==> src/rtl/mux_rr_arbiter.sv <==
// Round-robin grant controller that drives the select input of a shared N:1 data mux.
// Optional stall timeout, enabled by defining MUX_ARB_TIMEOUT_EN, adds the timeout_pulse port.
module mux_rr_arbiter #(
    parameter int unsigned N       = 4,
    parameter int unsigned W       = 8,
    parameter int unsigned TIMEOUT = 16
) (
    input  logic                   clk,
    input  logic                   rst,
    input  logic [N-1:0]           req,
    input  logic [N*W-1:0]         data_in,
    input  logic                   out_ready,
    output logic [N-1:0]           gnt,
    output logic [$clog2(N)-1:0]   sel,
    output logic                   out_valid,
    output logic [W-1:0]           out_data,
`ifdef MUX_ARB_TIMEOUT_EN
    output logic                   timeout_pulse,
`endif
    output logic                   busy
);

    localparam int unsigned SW = $clog2(N);

    if (N < 2 || N > 8 || TIMEOUT < 1) begin : g_param_check
        $error("mux_rr_arbiter: N must be 2..8 and TIMEOUT at least 1");
    end

    typedef enum logic {
        S_IDLE  = 1'b0,
        S_GRANT = 1'b1
    } state_e;

    state_e          state_q, state_d;
    logic [N-1:0]    gnt_q, gnt_d;
    logic [SW-1:0]   sel_q, sel_d;
    logic [SW-1:0]   ptr_q, ptr_d;
    logic            busy_q, busy_d;
    logic [N-1:0]    others_c;
    logic            valid_c;
    logic [W-1:0]    din [N];

`ifdef MUX_ARB_TIMEOUT_EN
    localparam int unsigned CW = $clog2(TIMEOUT + 1);
    logic [CW-1:0]   cnt_q, cnt_d;
    logic            tpulse_q, tpulse_d;
`endif

    // First set bit of mask strictly after ptr, wrapping past N-1 back to 0.
    function automatic logic [SW-1:0] rr_pick(input logic [N-1:0] mask, input logic [SW-1:0] ptr);
        logic [SW-1:0] pick;
        logic          found;
        int unsigned   idx;
        pick  = ptr;
        found = 1'b0;
        for (int unsigned k = 1; k <= N; k++) begin
            idx = (32'(ptr) + k) % N;
            if (!found && mask[SW'(idx)]) begin
                pick  = SW'(idx);
                found = 1'b1;
            end
        end
        return pick;
    endfunction

    function automatic logic [N-1:0] onehot(input logic [SW-1:0] s);
        return N'(1) << s;
    endfunction

    for (genvar i = 0; i < N; i++) begin : g_din
        assign din[i] = data_in[i*W +: W];
    end

    assign others_c  = req & ~gnt_q;
    assign valid_c   = (state_q == S_GRANT) && req[sel_q];

    assign gnt       = gnt_q;
    assign sel       = sel_q;
    assign busy      = busy_q;
    assign out_valid = valid_c;
    assign out_data  = din[sel_q];
`ifdef MUX_ARB_TIMEOUT_EN
    assign timeout_pulse = tpulse_q;
`endif

    // Next-state and grant policy.
    always_comb begin
        state_d = state_q;
        gnt_d   = gnt_q;
        sel_d   = sel_q;
        ptr_d   = ptr_q;
`ifdef MUX_ARB_TIMEOUT_EN
        cnt_d    = cnt_q;
        tpulse_d = 1'b0;
`endif
        case (state_q)
            S_IDLE: begin
                if (|req) begin
                    sel_d   = rr_pick(req, ptr_q);
                    gnt_d   = onehot(sel_d);
                    state_d = S_GRANT;
`ifdef MUX_ARB_TIMEOUT_EN
                    cnt_d   = '0;
`endif
                end
            end
            S_GRANT: begin
                if (!req[sel_q]) begin
                    // Withdrawal before transfer: release and fall back to IDLE.
                    state_d = S_IDLE;
                    gnt_d   = '0;
                    ptr_d   = sel_q;
                end else if (out_ready) begin
                    // Transfer; hand over in the same edge if anyone else waits.
                    ptr_d = sel_q;
                    if (|others_c) begin
                        sel_d = rr_pick(others_c, sel_q);
                        gnt_d = onehot(sel_d);
                    end
`ifdef MUX_ARB_TIMEOUT_EN
                    cnt_d = '0;
`endif
                end
`ifdef MUX_ARB_TIMEOUT_EN
                else if (cnt_q == CW'(TIMEOUT - 1)) begin
                    ptr_d    = sel_q;
                    tpulse_d = 1'b1;
                    cnt_d    = '0;
                    if (|others_c) begin
                        sel_d = rr_pick(others_c, sel_q);
                        gnt_d = onehot(sel_d);
                    end else begin
                        state_d = S_IDLE;
                        gnt_d   = '0;
                    end
                end else begin
                    cnt_d = cnt_q + CW'(1);
                end
`endif
            end
            default: begin
                state_d = S_IDLE;
                gnt_d   = '0;
            end
        endcase
        busy_d = (state_d == S_GRANT);
    end

    always_ff @(posedge clk or posedge rst) begin
        if (rst) begin
            state_q  <= S_IDLE;
            gnt_q    <= '0;
            sel_q    <= '0;
            ptr_q    <= SW'(N - 1);
            busy_q   <= 1'b0;
`ifdef MUX_ARB_TIMEOUT_EN
            cnt_q    <= '0;
            tpulse_q <= 1'b0;
`endif
        end else begin
            state_q  <= state_d;
            gnt_q    <= gnt_d;
            sel_q    <= sel_d;
            ptr_q    <= ptr_d;
            busy_q   <= busy_d;
`ifdef MUX_ARB_TIMEOUT_EN
            cnt_q    <= cnt_d;
            tpulse_q <= tpulse_d;
`endif
        end
    end

endmodule

==> config.mk <==
export PLATFORM = sky130hd
export DESIGN_NAME = mux_rr_arbiter
export DESIGN_NICKNAME = d
export VERILOG_FILES = /design/src/rtl/mux_rr_arbiter.sv
export SDC_FILE = /design/constraint.sdc
export NUM_CORES = 1
export LEC_CHECK = 0
export CORE_UTILIZATION = 35
export DETAILED_ROUTE_END_ITERATION = 16
export PLACE_DENSITY_LB_ADDON = 0.15
export SYNTH_ARGS = -nofsm -noshare
export SYNTH_HDL_FRONTEND = slang
export SYNTH_SLANG_ARGS = --single-unit
==> constraint.sdc <==
create_clock -name clk -period 2.6 [get_ports clk]
set_input_delay 0.52 -clock clk [delete_from_list [all_inputs] [get_ports clk]]
set_output_delay 0.52 -clock clk [all_outputs]
set_load 0.05 [all_outputs]
==> out/qor.txt <==
Status -> completed
Syn nets -> 132
Slew Limit Fails -> 0
WL/cell -> 16.1 um
Fin crit share -> 0.942
F_max -> 408 MHz
Leakage power -> 0.610 nW
Gr ovfl total -> 0
Core ar. -> 2520 sq um
Max-cap violations -> 0
Crit end category -> output pin
CTS tree -> yes
EDFF count, synth -> 0
Share of cells above drive strength 1 -> 0.265
Area of the multi-input gates -> 664 sq um
Synth top area share -> 0.214
Fillers -> 242
Setup WS pre-CTS -> 166 ps
YS warnings -> 0
Final GP Congestion -> 0.829
Met2 wire length -> 1310 um
Sequential share of the synthesized area -> 0.240
Layout Area Growth over Synthesis -> 62.3%
Register bit total from synthesis -> 9
Wire length on met1 -> 1150 um
Final setup viols -> 0
Unrepaired setup endpoints after global routing -> no
Min cycle time layout -> 2450 ps
Die height -> 54.1 um
Worst min path class -> input port to asynchronous set/reset pin
Register area -> 228 sq um
Clock skew -> 2.83 ps
Worst Path Required -> 2080 ps
Worst slew pin tran -> 647 ps
Total power -> 0.00205 W
CTS buffer count -> 3
Synth area leader -> mux4_2
Slew headroom -> 0.569
Highest-count cells in the layout ignoring fill and taps -> 44 x clkdlybuf4s50_1, 16 x buf_4, 9 x mux4_2, 7 x dfrtp_1
Final Hold Viols -> 0
Via count of the first global-routing pass -> 980
DIE AREA -> 2920 sq um
Slowest stage delay, CP -> 520 ps
Synth Instances -> 93
Worst Path Arrival -> 1930 ps
Via count -> 1,025
1st-iter DRT viols -> 16
Met3 wire length -> 406 um
Hold buffers post-CTS -> 0
Commonest non-fill, non-tap cell in the layout -> clkdlybuf4s50_1
Largest net degree at the start of global routing -> 14
Synth cell types -> 44
Antenna Nets Post-Route -> 0
Setup_tns -> 0 ps
Gates resized, CTS repair -> 0
Fin util -> 0.610
Longest Clk Path Bufs -> 2
Total GRT Usage -> 0.206
WS Path Type -> input port to output pin
Pwr dens -> 1330 nW/um^2
Crit-path max FO -> 5
Residual DRC -> 0
Ys async rst share -> 1.00
Cells along the critical path -> clkdlybuf4s50_1, mux4_2, nand2_1, inv_1, buf_4
Syn Std Cell Area -> 948 sq um
Dpl hpwl -> 2290 um
Worst-Skew Late Latency -> 260 ps
Post-synth top flop -> dfrtp_1
I/O pin count -> 55
Site Rows -> 18
First-pass GRT wire length -> 4230 um
Max Used Layer -> met4
Die width -> 54.1 um
Hold WS -> 518 ps
I/O Buffers -> 54
CTS clk-pin slew, worst paths -> 60 ps
Worst setup SP type -> input port
Final net count -> 191
Maximum vdd ir drop -> 0.802 mV
Root Buffer -> clkbuf_4
Clock sinks -> 9
Main area contributors after synthesis -> mux4_2 21%, dfrtp_1 18%, dfstp_2 5.5%, mux2i_1 4.2%, a41oi_4 2.9%
Initial antenna violation count -> 0
# diodes -> 0
Via density -> 5.66
Setup ws final -> 152 ps
WL final -> 2920 um
Htree depth -> 1
Avg Cell Area, Syn -> 10.2 sq um
Initial Util -> 0.376
Setup Fix Bufs, Post-CTS -> 0
Pre-Repair DR Iteration Count -> 4
Critical path's slowest cell -> mux4_2
-- metrics by stage --
stage	cell area, sq um	instances
after global placement	1510	177
after global routing	1540	181
after CTS	1540	181
final	1540	181
after detailed placement	1510	177
after floorplan	948	93
-- final timing paths --
check,from,endpoint,slack [ps],depth (start not counted)
max,req[3],out_valid,150,5
min,rst,busy$_DFF_PP0_,520,2
max reg2reg,sel[0]$_DFFE_PP0P_,ptr_q[1]$_DFFE_PP1P_,670,4
min reg2reg,gnt[2]$_DFFE_PP0P_,gnt[2]$_DFFE_PP0P_,620,1
max in group asynchronous,rst,ptr_q[0]$_DFFE_PP1P_,1780,2
min in group clk,gnt[2]$_DFFE_PP0P_,gnt[2]$_DFFE_PP0P_,620,1
-- sequential cells by signal, summed over array words and instances, names as in the netlist --
register  count
gnt           4
ptr_q         2
sel           2
busy          1
-- layout make-up --
class,count,share of cell area
Clock buffer,4,0.0171
Inverter,6,0.0146
Multi-Input combinational cell,72,0.432
Sequential cell,9,0.148
Tap cell,30,0.0244
Timing Repair Buffer,60,0.364
-- worst max-delay path: cells and delay by family --
family | cells | cell delay [ps]
buf+inv | 3 | 750
simple gates | 1 | 130
mux | 1 | 520
-- cell families (layout without fill, tap and decap cells) --
group / after synthesis / after routing / share of synthesized area
buffers and inverters: 12 / 70 / 0.0594
muxes: 15 / 15 / 0.280
DFF: 9 / 9 / 0.240
AOI/OAI and AO/OA: 25 / 25 / 0.224
and+or+nand+nor: 32 / 32 / 0.197
-- cell usage after synthesis, drive strengths merged (2+ instances only) --
cell    n
o21a    2
nand2b  3
a21oi   3
or3     2
nor3    3
o22ai   2
or2     2
mux2i   4
mux2    2
nand3   2
o32ai   2
nor2    7
dfstp   2
buf     5
nand2   5
dfrtp   7
o21ai   3
mux4    9
a31oi   4
and2b   2
inv     6
-- routing by layer --
metal	vias up	track usage
met5	-	0
met4	0	0.0940
met3	5	0.0424
met2	56	0.368
met1	483	0.231
li1	481	-
-- power breakdown --
part	switching (W)	total (W)	internal, W
clock	0.0000494	0.000109	0.0000592
combinational	0.000915	0.00156	0.000650
sequential	0.000152	0.000377	0.000225
total	0.00112	0.00205	0.000935
(Power assumes the default switching activity.)
==> RTL change, RTL diff (same settings) <==
Build with the macro `MUX_ARB_TIMEOUT_EN` defined.
--- a/src/rtl/mux_rr_arbiter.sv
+++ b/src/rtl/mux_rr_arbiter.sv
@@ -1,5 +1,7 @@
 // Round-robin grant controller that drives the select input of a shared N:1 data mux.
 // Optional stall timeout, enabled by defining MUX_ARB_TIMEOUT_EN, adds the timeout_pulse port.
+`define MUX_ARB_TIMEOUT_EN
+
 module mux_rr_arbiter #(
     parameter int unsigned N       = 4,
     parameter int unsigned W       = 8,
Formal check against the unedited RTL (old outputs only; new: timeout_pulse): same outputs for any inputs over 4 cycles, from zero or initial values and one cycle with rst high; that may be too few to reach the edited logic, so the function may still have changed.
==> RTL change against the unedited design <==
Sequential cell count rose by 6. Combinational power rose by 8%. Clock skew rose by 0.90 ps. Die area rose by 28%. Largest cell class unchanged. Synthesized area rose by 29%. Sequential power rose by 31%. Worst setup slack got worse by 66 ps. Power rose by 13%. Wire length rose by 11%. Global-route usage fell by 2.4 points. Final area rose by 21%. Count of clock-buffer cells in the layout fell by 1.
==> RTL change: results (changes against the unedited design) <==
| Metric | Value |
|---|---|
| Fillers | `304 (+26%)` |
| Netlist cell types | `45 (+2.3%)` |
| CP Max Fanout | `6 (+1)` |
| Setup slack, reg-to-reg | `520 ps (-150 ps)` |
| Hold_ws | `506 ps (-12.4 ps)` |
| First-pass GRT wire length | `5020 um (+19%)` |
| Vias post-DR | `1,171 (+14%)` |
| Sequential share of the synthesized area | `0.308 (+0.0681)` |
| Setup bufs post-CTS | `0 (unchanged)` |
| Pin count of the biggest net entering global routing | `16 (+2)` |
| Reg-to-reg endpoint | `gnt[3]` |
| Setup slack after placement | `99.0 ps (-67.3 ps)` |
| CP Data Arrival Time | `1990 ps (+60 ps)` |
| Status | `finished clean` |
| Clk Latency, worst-skew pair | `290 ps (+30 ps)` |
| P_comb | `1.68 mW (+8%)` |
| GP Congestion | `0.807 (-2.7%)` |
| PortBufs | `55 (+1.9%)` |
| Async set or reset register ratio after synthesis | `1.00 (unchanged)` |
| Hold crit path type | `reg2reg` |
| GRT overflow | `0 (unchanged)` |
| Number of global-route vias before repair | `1,097 (+12%)` |
| Static Leak | `0.750 nW (+23%)` |
| Synth top cells by count | `13 x dfrtp_1, 9 x mux4_2, 8 x nor2_1` |
| Nets | `216 (+13%)` |
| Max FFs per register | `5 (+1)` |
| Slew headroom | `0.631 (+0.0618)` |
| Skew final | `3.73 ps (+0.904 ps)` |
| Final wirelength | `3240 um (+11%)` |
| R2r worst-path depth | `5 (+1)` |
| R2r startpoint | `sel[1]` |
| Clock Path Buffers | `2 (unchanged)` |
| Largest area contributor in the netlist | `dfrtp_1` |
| Clk. pwr | `141 uW (+29%)` |
| Gr usage total | `0.182 (-0.0236)` |
| DRT iter0 DRCs | `62 (+46)` |
| Worst-path clk slew | `90 ps (+30 ps)` |
| VDD IR-drop max | `538 uV (-33%)` |
| DP HPWL | `2630 um (+15%)` |
| Synth top area cells | `dfrtp_1 27%, mux4_2 17%, mux2_2 4.6%` |
| Net count of the mapped netlist | `154 (+17%)` |
| Total net switching power | `1.19 mW (+6.8%)` |
| Share of cells above drive strength 1 | `0.257 (-0.00776)` |
| Iteration count of the initial detailed-routing pass | `4 (unchanged)` |
RTL change: cell type report:
type | instances | share of cell area
multi-input cells | 89 | 0.430
repair buffers | 62 | 0.311
flip-flops and latches | 15 | 0.203
well taps | 46 | 0.0309
clock buffers | 3 | 0.0121
inverters | 5 | 0.0101
clock inverters | 1 | 0.00268
RTL change: worst max-delay path by stage:
stage,from,to,slack (ps)
3_3_place_gp,req[2],out_valid,110
6_report,req[3],out_valid,90
2_1_floorplan,sel[0],out_data[0],230
4_1_cts,sel[0],sel[0],70
3_5_place_dp,req[3],gnt[3],100
5_1_grt,req[3],out_valid,50
RTL change: routing by layer:
layer / GRT usage / part of all wire / vias up
li1: - / - / 574
met1: 0.245 / 0.43 / 565
met2: 0.283 / 0.51 / 26
met3: 0.0399 / 0.042 / 6
met4: 0.0779 / 0.019 / 0
met5: 0 / 0 / -
RTL change: metrics by stage:
stage | power, mW | cells | cell area (um^2)
3_5_place_dp | 2.18 | 217 | 1840
3_3_place_gp | 2.16 | 217 | 1840
5_1_grt | 2.46 | 221 | 1860
6_report | 2.31 | 221 | 1860
4_1_cts | 2.32 | 221 | 1860
2_1_floorplan | 1.69 | 114 | 1230
RTL change: kinds of logic (layout without fill, tap and decap cells):
family                   count (synthesis)  after routing  share of synthesized area
AND/OR/NAND/NOR                         39             39                      0.179
AO/OA/AOI/OAI                           31             31                      0.210
flip-flops                              15             15                      0.308
multiplexers                            18             18                      0.254
buffers and inverters                   10             71                     0.0388
adder cells (fa/ha/maj)                  1              1                     0.0102
RTL change: worst max-delay path, stage by stage:
cell and delay, ps:
clkdlybuf4s50_1 490, mux4_2 630, nand2_4 120, inv_2 50, buf_4 180
